$ cat src/rtl/drum_step_sequencer.sv
// Step sequencer for the drum voices: free-running sample-rate divider plus a
// per-step pattern walker that emits one-cycle go pulses to the voice counters.
module drum_step_sequencer #(
    parameter int CLK_DIV = 1042,
    parameter int VOICES  = 4,
    parameter int STEPS   = 16,
    parameter int STEP_W  = 4
) (
    input  logic                      clk,
    input  logic                      reset,
    input  logic                      run,
    input  logic [15:0]               step_len,
    input  logic [VOICES*STEPS-1:0]   pattern,
    output logic                      sample_en,
    output logic [VOICES-1:0]         go_out,
    output logic [STEP_W-1:0]         step,
    output logic                      playing
);
    localparam logic [15:0] DIV_LAST = 16'(CLK_DIV - 1);

    typedef enum logic {IDLE, PLAY} state_t;

    state_t                      state, state_nxt;
    logic [15:0]                 div_cnt;
    logic [15:0]                 tick_cnt, tick_nxt;
    logic [15:0]                 step_len_q, len_nxt;
    logic [15:0]                 last_tick;
    logic [STEP_W-1:0]           step_nxt, col_step;
    logic [VOICES-1:0]           go_nxt, col;
    logic                        play_nxt, boundary;
    logic [VOICES-1:0][STEPS-1:0] pat_2d;

    assign pat_2d = pattern;

    // Divider runs regardless of run so the voices always get their sample rate.
    always_ff @(posedge clk or posedge reset) begin
        if (reset) begin
            div_cnt   <= '0;
            sample_en <= 1'b0;
        end else begin
            sample_en <= (div_cnt == DIV_LAST);
            div_cnt   <= (div_cnt == DIV_LAST) ? '0 : div_cnt + 16'd1;
        end
    end

    // Step length 0 behaves as 1: boundary on every tick.
    assign last_tick = (step_len_q == 16'd0) ? 16'd0 : step_len_q - 16'd1;
    assign boundary  = (tick_cnt == last_tick);
    assign col_step  = (state == PLAY) ? step + 1'b1 : '0;

    for (genvar v = 0; v < VOICES; v++) begin : g_col
        assign col[v] = pat_2d[v][col_step];
    end

    always_comb begin
        state_nxt = state;
        tick_nxt  = tick_cnt;
        step_nxt  = step;
        len_nxt   = step_len_q;
        go_nxt    = '0;
        play_nxt  = playing;
        case (state)
            IDLE: begin
                tick_nxt = '0;
                step_nxt = '0;
                play_nxt = 1'b0;
                if (run && sample_en) begin
                    state_nxt = PLAY;
                    len_nxt   = step_len;
                    go_nxt    = col;
                    play_nxt  = 1'b1;
                end
            end
            PLAY: begin
                if (!run) begin
                    state_nxt = IDLE;
                    tick_nxt  = '0;
                    step_nxt  = '0;
                    play_nxt  = 1'b0;
                end else if (sample_en) begin
                    if (boundary) begin
                        tick_nxt = '0;
                        step_nxt = col_step;
                        len_nxt  = step_len;
                        go_nxt   = col;
                    end else begin
                        tick_nxt = tick_cnt + 16'd1;
                    end
                end
            end
            default: state_nxt = IDLE;
        endcase
    end

    always_ff @(posedge clk or posedge reset) begin
        if (reset) begin
            state      <= IDLE;
            tick_cnt   <= '0;
            step_len_q <= '0;
            step       <= '0;
            go_out     <= '0;
            playing    <= 1'b0;
        end else begin
            state      <= state_nxt;
            tick_cnt   <= tick_nxt;
            step_len_q <= len_nxt;
            step       <= step_nxt;
            go_out     <= go_nxt;
            playing    <= play_nxt;
        end
    end
endmodule

$ cat config.mk
export PLATFORM = sky130hd
export DESIGN_NAME = drum_step_sequencer
export DESIGN_NICKNAME = d
export VERILOG_FILES = /design/src/rtl/drum_step_sequencer.sv
export SDC_FILE = /design/constraint.sdc
export NUM_CORES = 1
export LEC_CHECK = 0
export CORE_UTILIZATION = 51
export CTS_CLUSTER_SIZE = 12
export DETAILED_ROUTE_END_ITERATION = 10
export GPL_TIMING_DRIVEN = 1
export PLACE_DENSITY = 0.84
export SETUP_SLACK_MARGIN = 0.2
export SLEW_MARGIN = 20
export SYNTH_ARGS = -nofsm -noshare
export SYNTH_HDL_FRONTEND = slang
export SYNTH_SLANG_ARGS = --single-unit
$ cat constraint.sdc
create_clock -name clk -period 4.1 [get_ports clk]
set_input_delay 0.82 -clock clk [delete_from_list [all_inputs] [get_ports clk]]
set_output_delay 0.82 -clock clk [all_outputs]
set_load 0.02 [all_outputs]
==> impl_metrics.tcl <==
set metrics [dict create \
    cp_max_fo 14 \
    synth_most_common_cell "dfrtp_1" \
    post_cts_buffers 0 \
    ys_top_cells_by_count "dfrtp_1 (59), nand2_1 (44), nor2_1 (41)" \
    finalHoldViolCount 0 \
    dp_cells 607 \
    synthFlopType "dfrtp_1" \
    wl_per_cell_um 17.6 \
    antenna_left 0 \
    layout-drive-gt1-share_pct 9.79 \
    gp_congestion 0.854 \
    layoutNonFillerInstCount 623 \
    synth_edf_count 0 \
    htreeDepth 3 \
    timing.fmax_mhz 281 \
    syn_area_per_cell_sq_um 9.31 \
    dp_slack_ps 678 \
    r2r_slack_ps 550 \
    cts_sinks 59 \
    endpoint_kind "register" \
    grt_pass1_vias 3647 \
    met2_length_um 5410 \
    fin_crit_ps 3550 \
    critPathKind "reg2reg" \
    dieArea_sq_mm 0.00834 \
    syn_inst 437 \
    top_layer_used "met4" \
    drv_cap 0 \
    worstRegToRegCells 10 \
    cts_buffers 9 \
    overflow 0 \
    grt_pass1_wl_um 17600 \
    cts-hold-fix-buffers 0 \
    num_rows 32 \
    post-route-cell-area_sq_mm 0.00521 \
    setup_viol 0 \
    rsz0062_at_grt "false" \
    clock-root-buffer "clkbuf_8" \
    finalMaxSlewViolations 0 \
    arrival_ps 3760 \
    antenna_found_initial 0 \
    cp.required_ps 4310 \
    syn-cell-area_sq_mm 0.00407 \
    hp-start "div_cnt[8]" \
    placed_area_sq_mm 0.00502 \
    die_w_um 91.3 \
    start_util_pct 52.7 \
    portBuffers 92 \
    cts_buffer_depth 2 \
    dr.first_iter.drc_count 384 \
    yosysWarnings 0 \
    min_period_over_period_pct 86.6 \
    synth_fp_nets 525 \
    fin_nets 604 \
    fillers 594 \
    worstMarginPinSlew_ps 868 \
    power_density_mw_per_mm2 228 \
    cts_tree "done" \
    grtUsageTotal_pct 27.0 \
    synth_top_area_share_pct 36.3 \
    antenna_cells 0 \
    wl_met1_um 4640 \
    dr.pass1.iters 7 \
    min_delay_path_depth 1 \
    detailed_place_hpwl_um 8130 \
    timing.rr.end "tick_cnt[15]" \
    routed_wl_um 11000 \
    num_vias 3793 \
    dieHeight_um 91.3 \
    ys_seq_area_share_pct 36.3 \
    insertion_delay_ps 350 \
    vdd_ir_drop_max_v 0.000122 \
    tns_ps 0 \
    drc 0 \
    core_area_sq_mm 0.00773 \
    final_util_pct 67.4 \
    async_flop_share_pct 100 \
    whs_endpoint "div_cnt[8]" \
    clock_skew_ps 13.4 \
    max-slew-margin-rel_pct 42.1 \
    routed_via_density 6.09 \
    ys_types 63 \
    dr_wl_met3_um 636 \
    fin_ws_ps 547 \
    yosysTopAreaCell "dfrtp_1" \
    start_kind "register" \
    grt_max_degree 41 \
    outcome "finished clean" \
    hold_class "reg2reg" \
    clk_pin_slew_ps 80 \
    synthTopCellsByArea "dfrtp_1 (36%), mux2_4 (5.9%), a211oi_1 (4.6%)" \
    r2r-start "step_len_q[0]" \
    ioPinCount 93 \
    ys_ff_latch 59 \
    syn_to_final_growth_pct 27.9 \
    leakage_nw 2.21 \
    cts_resized 0 \
]
==> power by group <==
| group | switching [W] | internal [W] | leakage, nW |
|---|---|---|---|
| clock | 0.000259 | 0.000240 | 0.0933 |
| sequential | 0 | 0.000582 | 0.810 |
| combinational | 0.0000286 | 0.0000777 | 1.30 |
==> placed cells by master (no fill, tap or decap), drive strengths merged, types with 16 or more instances in the layout <==
master and n:
a211oi 25, dfrtp 59, nand3 20, clkdlybuf4s50 92
nor2 41, nand2 44, xor2 19, xnor2 20
mux2 16
==> stage by stage <==
step | hold slack (ps) | total power (W)
CTS | 497 | 0.00120
finish | 488 | 0.00119
floorplan | 446 | 0.000615
detailed placement | 481 | 0.000700
global placement | 479 | 0.000698
global route | 523 | 0.00123
==> worst max-delay path: stages (launching register included) <==
cell and delay, ps:
dfrtp_1 460, inv_1 90, ha_1 180, or3b_1 490, o21ai_1 200, o22ai_1 110, a2111oi_0 500, o2111ai_1 330
nor2_1 390, a41o_1 540, nor2_1 120
==> layer usage <==
| layer | up-vias | GRT usage [%] |
|---|---|---|
| li1 | 1772 | - |
| met1 | 1837 | 34.3 |
| met2 | 150 | 44.5 |
| met3 | 34 | 6.11 |
| met4 | 0 | 10.7 |
| met5 | - | 0 |
==> cell families (layout without fill, tap and decap cells) <==
family / after synthesis / in the layout / synth area share, %
simple gates: 189 / 189 / 25.0
compound gates: 80 / 80 / 14.3
flops: 59 / 59 / 36.3
xor+xnor: 40 / 40 / 8.98
buf+inv: 36 / 120 / 3.81
mux: 28 / 28 / 10.1
fa+ha+maj: 5 / 5 / 1.54
==> area by class of cell <==
class	count	area (sq um)	area share, %
Clock buffer	10	138	2.64
Clock inverter	6	47.5	0.913
Inverter	9	33.8	0.649
Multi-Input combinational cell	342	2440	46.9
Sequential cell	59	1480	28.4
Tap cell	102	128	2.45
Timing Repair Buffer	95	943	18.1
==> flip-flops by register name, indices dropped and copies added, names as in the netlist <==
name	cells
tick_cnt	16
go_out	4
step_len_q	16
step	4
div_cnt	16
playing	1
sample_en	1
state	1
==> how the worst max path moves through the flow <==
| stage | startpoint | endpoint | slack, ps | cells past startpoint |
|---|---|---|---|---|
| global placement | step_len_q[0] | step_len_q[1] | 820 | 11 |
| CTS | step_len_q[0] | tick_cnt[15] | 630 | 10 |
| finish | step_len_q[0] | tick_cnt[15] | 550 | 10 |
| detailed placement | step_len_q[0] | tick_cnt[15] | 680 | 10 |
| global route | step_len_q[0] | tick_cnt[15] | 340 | 10 |
| floorplan | step_len_q[0] | step_len_q[10] | 1050 | 12 |
Power figures use the tool's default switching activity.
